`config.mk`:
```
export PLATFORM = sky130hd
export DESIGN_NAME = seq_chain_monitor
export DESIGN_NICKNAME = d
export VERILOG_FILES = /design/src/rtl/seq_chain_monitor.sv
export SDC_FILE = /design/constraint.sdc
export NUM_CORES = 1
export LEC_CHECK = 0
export ABC_CLOCK_PERIOD_IN_PS = 3250
export CORE_ASPECT_RATIO = 1.25
export CORE_UTILIZATION = 52
export DETAILED_ROUTE_END_ITERATION = 10
export PLACE_DENSITY_LB_ADDON = 0.2
export SLEW_MARGIN = 20
export SYNTH_ARGS = -nofsm -noshare
export SYNTH_HDL_FRONTEND = slang
export SYNTH_SLANG_ARGS = --single-unit
```
`constraint.sdc`:
```
create_clock -name clk -period 3.25 [get_ports clk]
set_input_delay 0.4875 -clock clk [delete_from_list [all_inputs] [get_ports clk]]
set_output_delay 0.4875 -clock clk [all_outputs]
set_load 0.05 [all_outputs]
```
`src/rtl/seq_chain_monitor.sv`:
```
// Hardware checker for the implication chain step[0] |=> step[1] |=> ... |=> step[STEPS-1].
// Build option: define SEQ_MON_COVER_EN to count step[0] ##1 step[1] prefix matches.
module seq_chain_monitor #(
   parameter int STEPS  = 3,
   parameter int CNT_W  = 16,
   parameter int STRICT = 0
) (
   input  logic             clk,
   input  logic             reset,
   input  logic             en,
   input  logic [STEPS-1:0] step_i,
   output logic             pass_o,
   output logic             fail_o,
   output logic             vac_o,
   output logic             error_o,
   output logic [3:0]       fail_stage_o,
   output logic             busy_o,
   output logic [CNT_W-1:0] attempt_cnt,
   output logic [CNT_W-1:0] pass_cnt,
   output logic [CNT_W-1:0] fail_cnt,
   output logic [CNT_W-1:0] vac_cnt,
   output logic [CNT_W-1:0] cov_cnt
);

   localparam logic [CNT_W-1:0] CNT_MAX = '1;
   localparam logic [STEPS-1:1] LAST_M  = (STEPS-1)'(1) << (STEPS-2);

   function automatic logic [CNT_W-1:0] sat_add(input logic [CNT_W-1:0] a,
                                                input logic [4:0] inc);
      logic [CNT_W+4:0] s;
      s = {5'd0, a} + {{CNT_W{1'b0}}, inc};
      if (s > {5'd0, CNT_MAX})
         return CNT_MAX;
      return s[CNT_W-1:0];
   endfunction

   function automatic logic [4:0] popcnt(input logic [STEPS-1:1] v);
      logic [4:0] c;
      c = '0;
      for (int k = 1; k < STEPS; k++)
         c = c + 5'(v[k]);
      return c;
   endfunction

   // pend[k]: an attempt expects step_i[k] at this edge
   logic [STEPS-1:1] pend;
   logic [STEPS-1:1] pend_nxt;
   logic [STEPS-1:1] hit;
   logic [STEPS-1:1] miss;
   logic [STEPS-1:1] fail_vec;
   logic [STEPS-1:1] vac_vec;
   logic             start;
   logic             pass_c;
   logic [3:0]       low_k;

   assign start    = en & step_i[0];
   assign hit      = pend & step_i[STEPS-1:1];
   assign miss     = pend & ~step_i[STEPS-1:1];
   // Nested implication only fails at the final step; earlier misses are vacuous
   assign fail_vec = (STRICT != 0) ? miss : (miss & LAST_M);
   assign vac_vec  = (STRICT != 0) ? '0 : (miss & ~LAST_M);
   assign pend_nxt = (STEPS-1)'({hit, start});
   assign pass_c   = hit[STEPS-1];
   assign busy_o   = |pend;

   always_comb begin
      low_k = '0;
      for (int k = STEPS-1; k >= 1; k--)
         if (fail_vec[k])
            low_k = 4'(k);
   end

   always_ff @(posedge clk) begin
      if (reset) begin
         pend         <= '0;
         pass_o       <= 1'b0;
         fail_o       <= 1'b0;
         vac_o        <= 1'b0;
         error_o      <= 1'b0;
         fail_stage_o <= '0;
         attempt_cnt  <= '0;
         pass_cnt     <= '0;
         fail_cnt     <= '0;
         vac_cnt      <= '0;
      end else begin
         pend        <= pend_nxt;
         pass_o      <= pass_c;
         fail_o      <= |fail_vec;
         vac_o       <= |vac_vec;
         attempt_cnt <= sat_add(attempt_cnt, 5'(start));
         pass_cnt    <= sat_add(pass_cnt, 5'(pass_c));
         fail_cnt    <= sat_add(fail_cnt, popcnt(fail_vec));
         vac_cnt     <= sat_add(vac_cnt, popcnt(vac_vec));
         if ((|fail_vec) && !error_o) begin
            error_o      <= 1'b1;
            fail_stage_o <= low_k;
         end
      end
   end

`ifdef SEQ_MON_COVER_EN
   // Prefix cover ignores en and STRICT
   logic step0_p1;

   always_ff @(posedge clk) begin
      if (reset) begin
         step0_p1 <= 1'b0;
         cov_cnt  <= '0;
      end else begin
         step0_p1 <= step_i[0];
         cov_cnt  <= sat_add(cov_cnt, 5'(step0_p1 & step_i[1]));
      end
   end
`else
   assign cov_cnt = '0;
`endif

endmodule

```
[Word level (Yosys, flattened, before mapping)]
Index checks and enable logic that the tools add are counted.
Operators by class
  $add $sub $neg: 4
  order comparisons: 4
  muxes and demuxes: 17
  bitwise operators: 4
  reduce and logical (&&, ||, !) cells: 3
Operator list (number)
  two-way mux 16 bit: 8
  adder 16 x 1 -> 17 bit: 4
  greater-than comparator 17 x 16 -> 1 bit (second input constant): 4
  two-way mux 1 bit: 8
  AND 2 bit: 2
  two-way mux 2 bit: 1
  inverter 2 bit: 1
  OR reduction 2 bit: 1
  AND 1 bit: 1
  logical AND 1 bit: 1
  logical NOT 1 bit: 1
Word-level totals
  flip-flop bits (word level): 74
  word-level logic and storage cells: 42

[Longest topological paths before layout]
  word-level depth: 7
  depth in mapped cells: 8

[Worst setup path after synthesis]
OpenSTA, ideal clock, no wires.
  kind: flip-flop to flip-flop
  start point: register fail_cnt[0]
  end point: register fail_cnt[10]
  library setup time: 0.070 ns
  arrival: 1.801 ns
  path slack: 1.378 ns
  cell stages (with the launch flop): 7
  path buffers: 1
  period minus slack after synthesis: 1.872 ns
  cells stage by stage: dfxtp_1 -> ha_1 -> nand4_2 -> nor2_2 -> nand4_1 -> buf_2 -> a21oi_1
Between the ends
  longest elaborated chain between the ends: 5
RTL lines
  start, declared: RTL line 20  | output logic [CNT_W-1:0] fail_cnt,
  start signal, assigned: RTL line 92  | fail_cnt <= sat_add(fail_cnt, popcnt(fail_vec));
  adder 16 x 1 -> 17 bit (*): RTL line 31  | s = {5'd0, a} + {{CNT_W{1'b0}}, inc};
  greater-than comparator 17 x 16 -> 1 bit: RTL line 32  | if (s > {5'd0, CNT_MAX})
  two-way mux 1 bit: RTL line 32
  two-way mux 1 bit: RTL line 74  | if (reset) begin
  two-way mux 16 bit (*): RTL line 34  | return s[CNT_W-1:0];
Mark *: on every way between the ends. The rest lies on a longest branch, timed or not. The select of a mux whose other input is x is not followed.
A chain may end at the register's enable or synchronous reset.

[Final worst setup path]
  start point: input port step_i[2]
  end point: register fail_cnt[13]
Between the ends
  longest elaborated chain between the ends: 7
RTL lines
  start, declared: RTL line 11  | input logic [STEPS-1:0] step_i,
  inverter 2 bit (*): RTL line 58  | assign miss = pend & ~step_i[STEPS-1:1];
  AND 2 bit (*): RTL line 58
  adder 16 x 1 -> 17 bit (*): RTL line 31
  greater-than comparator 17 x 16 -> 1 bit: RTL line 32
  two-way mux 1 bit: RTL line 32
  two-way mux 1 bit: RTL line 74
  two-way mux 16 bit (*): RTL line 34
Marked as above.

==> metrics.md <==
| Metric | Value |
|---|---|
| Worst IR Drop VDD | 0.000392 V |
| Clock-pin slew on the worst setup and hold paths | 0.08 ns |
| Starting density of the core | 54.7% |
| Sum of overflow across all layers after global routing | 0 |
| Ratio of cells with drive above 1 in the final layout | 10.5% |
| Most frequently used cell type in the post-synthesis netlist | sky130_fd_sc_hd__dfxtp_1 |
| Number of primary I/O pins | 95 |
| Tcrit/Tclk final | 72.0% |
| Critical path type | in -> reg |
| Power density normalized to cell area | 383 mW/mm^2 |
| Leakage Power | 1.52 nW |
| Post-synthesis to final-layout area growth | 26.8% |
| Maximum level of the CTS H-tree | 3 |
| RSZ-0062 raised after global routing | no |
| First-pass GRT wire length | 11500 um |
| FP Rows | 32 |
| Adder and majority cell fraction of the synthesized area | 2.91% |
| DRC viols | 0 |
| Multiplexer share of the synthesized area | 1.17% |
| Die Area | 0.00694 sq mm |
| Number of antenna violations at the first check in global routing | 0 |
| CTS hold repair buffers | 0 |
| Non-Filler Instances | 541 |
| Syn Std Cell Area | 0.00344 sq mm |
| Number of enable-type register cells in the synthesized netlist | 0 |
| Largest area contributor in the synthesized netlist | sky130_fd_sc_hd__dfxtp_1 |
| Router iterations before antenna repair | 4 |
| Post-synthesis cell count | 377 |
| Via-to-Cell Ratio | 5.32 |
| Portion of synthesized cell area occupied by the leading cell type | 41.4% |
| Parity-gate share of the synthesized area counting xor and xnor cells | 9.94% |
| Warnings, synthesis | 0 |
| Clock tree from TritonCTS | yes |
| Slew Limit Fails | 0 |
| Required time at the worst-slack endpoint | 3.52 ns |
| Worst-case clock buffer depth | 2 |
| Post-layout nets | 465 |
| Clk_skew | 0.0105 ns |
| Total wirelength of the detailed-routed design | 7050 um |
| Insertion delay of the later-clocked pin in the worst-skew pair | 0.34 ns |
| # port buffers | 75 |
| Clock period minus worst slack | 2.34 ns |
| Count of max-cap constraint violations | 0 |
| Average instance area after synthesis | 9.11 sq um |
| Detailed-route via count | 2879 |
| CTS Buf Count | 9 |
| Path category of the worst min-delay check | reg -> reg |
| Root Driver | sky130_fd_sc_hd__clkbuf_8 |
| Final Hold Viols | 0 |
| Placed Cells | 525 |
| Data arrival time of the worst path | 2.61 ns |
| Horiz. Die Dim | 74.7 um |
| DRT iter0 DRCs | 89 |
| Largest net degree at the start of global routing | 42 |
| Register bit count reported by yosys | 71 |
| Vias in the first global route | 2494 |
| Startpoint Class | input port |
| Post-DRT Antenna Nets | 0 |
| Most frequently used flop master after synthesis | sky130_fd_sc_hd__dfxtp_1 |
| Setup violators final | 0 |
| Cell variety after synth | 45 |
| Combinational family with the most area after synthesis | simple AND/OR/NAND/NOR gates |
| ANT cells | 0 |
| Top post-synthesis cells by count | sky130_fd_sc_hd__dfxtp_1, sky130_fd_sc_hd__a21oi_1, sky130_fd_sc_hd__xnor2_1 |
| Gpl congestion | 0.802 |
| Aggregate negative setup slack | 0 ns |
| # clock sinks | 71 |
| Outcome | finished, final reports clean |
| Sum of net half-perimeters after detailed placement | 4890 um |
| Routed wire per std cell | 13.0 um |
| Setup Fix Bufs, Post-CTS | 0 |
| Area of the core region | 0.00629 sq mm |
| Synth Area in Compound Gates | 12.8% |
| Count of instances resized after the clock tree is built | 0 |
| Crit path capture type | flip-flop |
| Leading post-synthesis cells by cell area | sky130_fd_sc_hd__dfxtp_1, sky130_fd_sc_hd__xnor2_1, sky130_fd_sc_hd__a21oi_1 |
| Transition time at the pin with the least slew margin | 0.774 ns |
| Die Y-Extent | 92.9 um |
| Share of flip-flops with an asynchronous set or reset after synthesis | 0% |
| Max Fclk | 427 MHz |
| Maximum fanout along the worst path | 13 |
| Global routing usage summed across all routing layers | 21.3% |
| Seq/Total Area, Yosys | 41.4% |
| Max transition margin | 48.4% |
| Synth Area in Simple Gates | 24.3% |
==> registers in the layout, indices dropped and copies added (netlist names) <==
| signal | cells |
|---|---|
| error_o | 1 |
| fail_stage_o | 1 |
| fail_o | 1 |
| vac_o | 1 |
| pend | 2 |
| attempt_cnt | 16 |
| pass_o | 1 |
| fail_cnt | 16 |
| vac_cnt | 16 |
| pass_cnt | 16 |
==> critical path, cell delays in order <==
cell and delay [ns]:
sky130_fd_sc_hd__clkdlybuf4s50_1 0.41, sky130_fd_sc_hd__nand2b_1 0.18, sky130_fd_sc_hd__inv_1 0.11, sky130_fd_sc_hd__ha_1 0.19
sky130_fd_sc_hd__nand4_2 0.21, sky130_fd_sc_hd__nor2_2 0.24, sky130_fd_sc_hd__nand4_1 0.48, sky130_fd_sc_hd__a21oi_1 0.30
==> through the flow <==
| stage | util [%] | area [sq um] | hold WS, ns | power (W) | worst slack (ns) |
|---|---|---|---|---|---|
| after global placement | 66.3 | 4170 | 0.456 | 0.000997 | 0.638 |
| after CTS | 69.3 | 4360 | 0.493 | 0.00169 | 0.922 |
| after global routing | 69.3 | 4360 | 0.518 | 0.00173 | 0.711 |
| final | 69.3 | 4360 | 0.490 | 0.00167 | 0.911 |
| after detailed placement | 66.3 | 4170 | 0.482 | 0.000998 | 0.572 |
| after floorplan | - | 3500 | 0.466 | 0.000997 | 1.38 |
==> cell families after synthesis <==
group,after synthesis
flops,71
fa+ha+maj,8
buf+inv,46
compound gates,71
other cells,1
simple gates,137
mux,4
xor+xnor,39
==> layout make-up <==
| type | instances | area (sq um) |
|---|---|---|
| inverter | 14 | 52.6 |
| fill | 525 | 1930 |
| tap | 85 | 106 |
| clock inverter | 4 | 45.0 |
| timing repair buffer | 77 | 761 |
| sequential | 71 | 1420 |
| clock buffer | 12 | 145 |
| multi-input combinational | 278 | 1830 |
==> metal layers <==
layer	share of wire (%)	wire length [um]	up-vias	track usage, %
li1	-	-	1445	-
met1	45	3210	1346	27.1
met2	47	3340	77	33.1
met3	5.4	378	11	5.33
met4	1.8	128	0	10.1
met5	0	0	-	0
==> cells in the final DEF, fill, tap and decap left out, types with 3 or more instances in the layout <==
master and count:
sky130_fd_sc_hd__clkdlybuf4s50_1 74, sky130_fd_sc_hd__dfxtp_1 71, sky130_fd_sc_hd__a21oi_1 43, sky130_fd_sc_hd__xnor2_1 27, sky130_fd_sc_hd__nor2_1 24, sky130_fd_sc_hd__nand2_1 21
sky130_fd_sc_hd__conb_1 19, sky130_fd_sc_hd__nor3_1 18, sky130_fd_sc_hd__inv_1 14, sky130_fd_sc_hd__nand4_1 13, sky130_fd_sc_hd__xor2_1 12, sky130_fd_sc_hd__nand3_1 11
sky130_fd_sc_hd__a21oi_2 10, sky130_fd_sc_hd__clkbuf_8 10, sky130_fd_sc_hd__ha_1 8, sky130_fd_sc_hd__and4_1 6, sky130_fd_sc_hd__nand4_2 6, sky130_fd_sc_hd__and3_1 5
sky130_fd_sc_hd__nor4_1 5, sky130_fd_sc_hd__a31oi_1 5, sky130_fd_sc_hd__nor2b_1 4, sky130_fd_sc_hd__mux2i_1 4, sky130_fd_sc_hd__nor3b_1 4, sky130_fd_sc_hd__or2_2 3
sky130_fd_sc_hd__a211oi_1 3, sky130_fd_sc_hd__a31o_2 3, sky130_fd_sc_hd__clkinv_2 3
==> final timing paths <==
path,start,endpoint,slack (ns),cells past startpoint
setup / recovery,step_i[2],fail_cnt[13],0.91,8
hold / removal,fail_stage_o[1],fail_stage_o[1],0.49,2
setup reg to reg,pend[2],fail_cnt[13],1.21,7
hold reg to reg,fail_stage_o[1],fail_stage_o[1],0.49,2
==> where the power goes <==
group          internal, W  leakage (nW)  switching, W  total, W
registers         0.000873         0.572    0.00000337  0.000877
clock network     0.000372         0.100      0.000320  0.000693
logic            0.0000180         0.844     0.0000830  0.000101
total              0.00126          1.52      0.000407   0.00167
No activity file was read; power rests on OpenSTA's default activity.
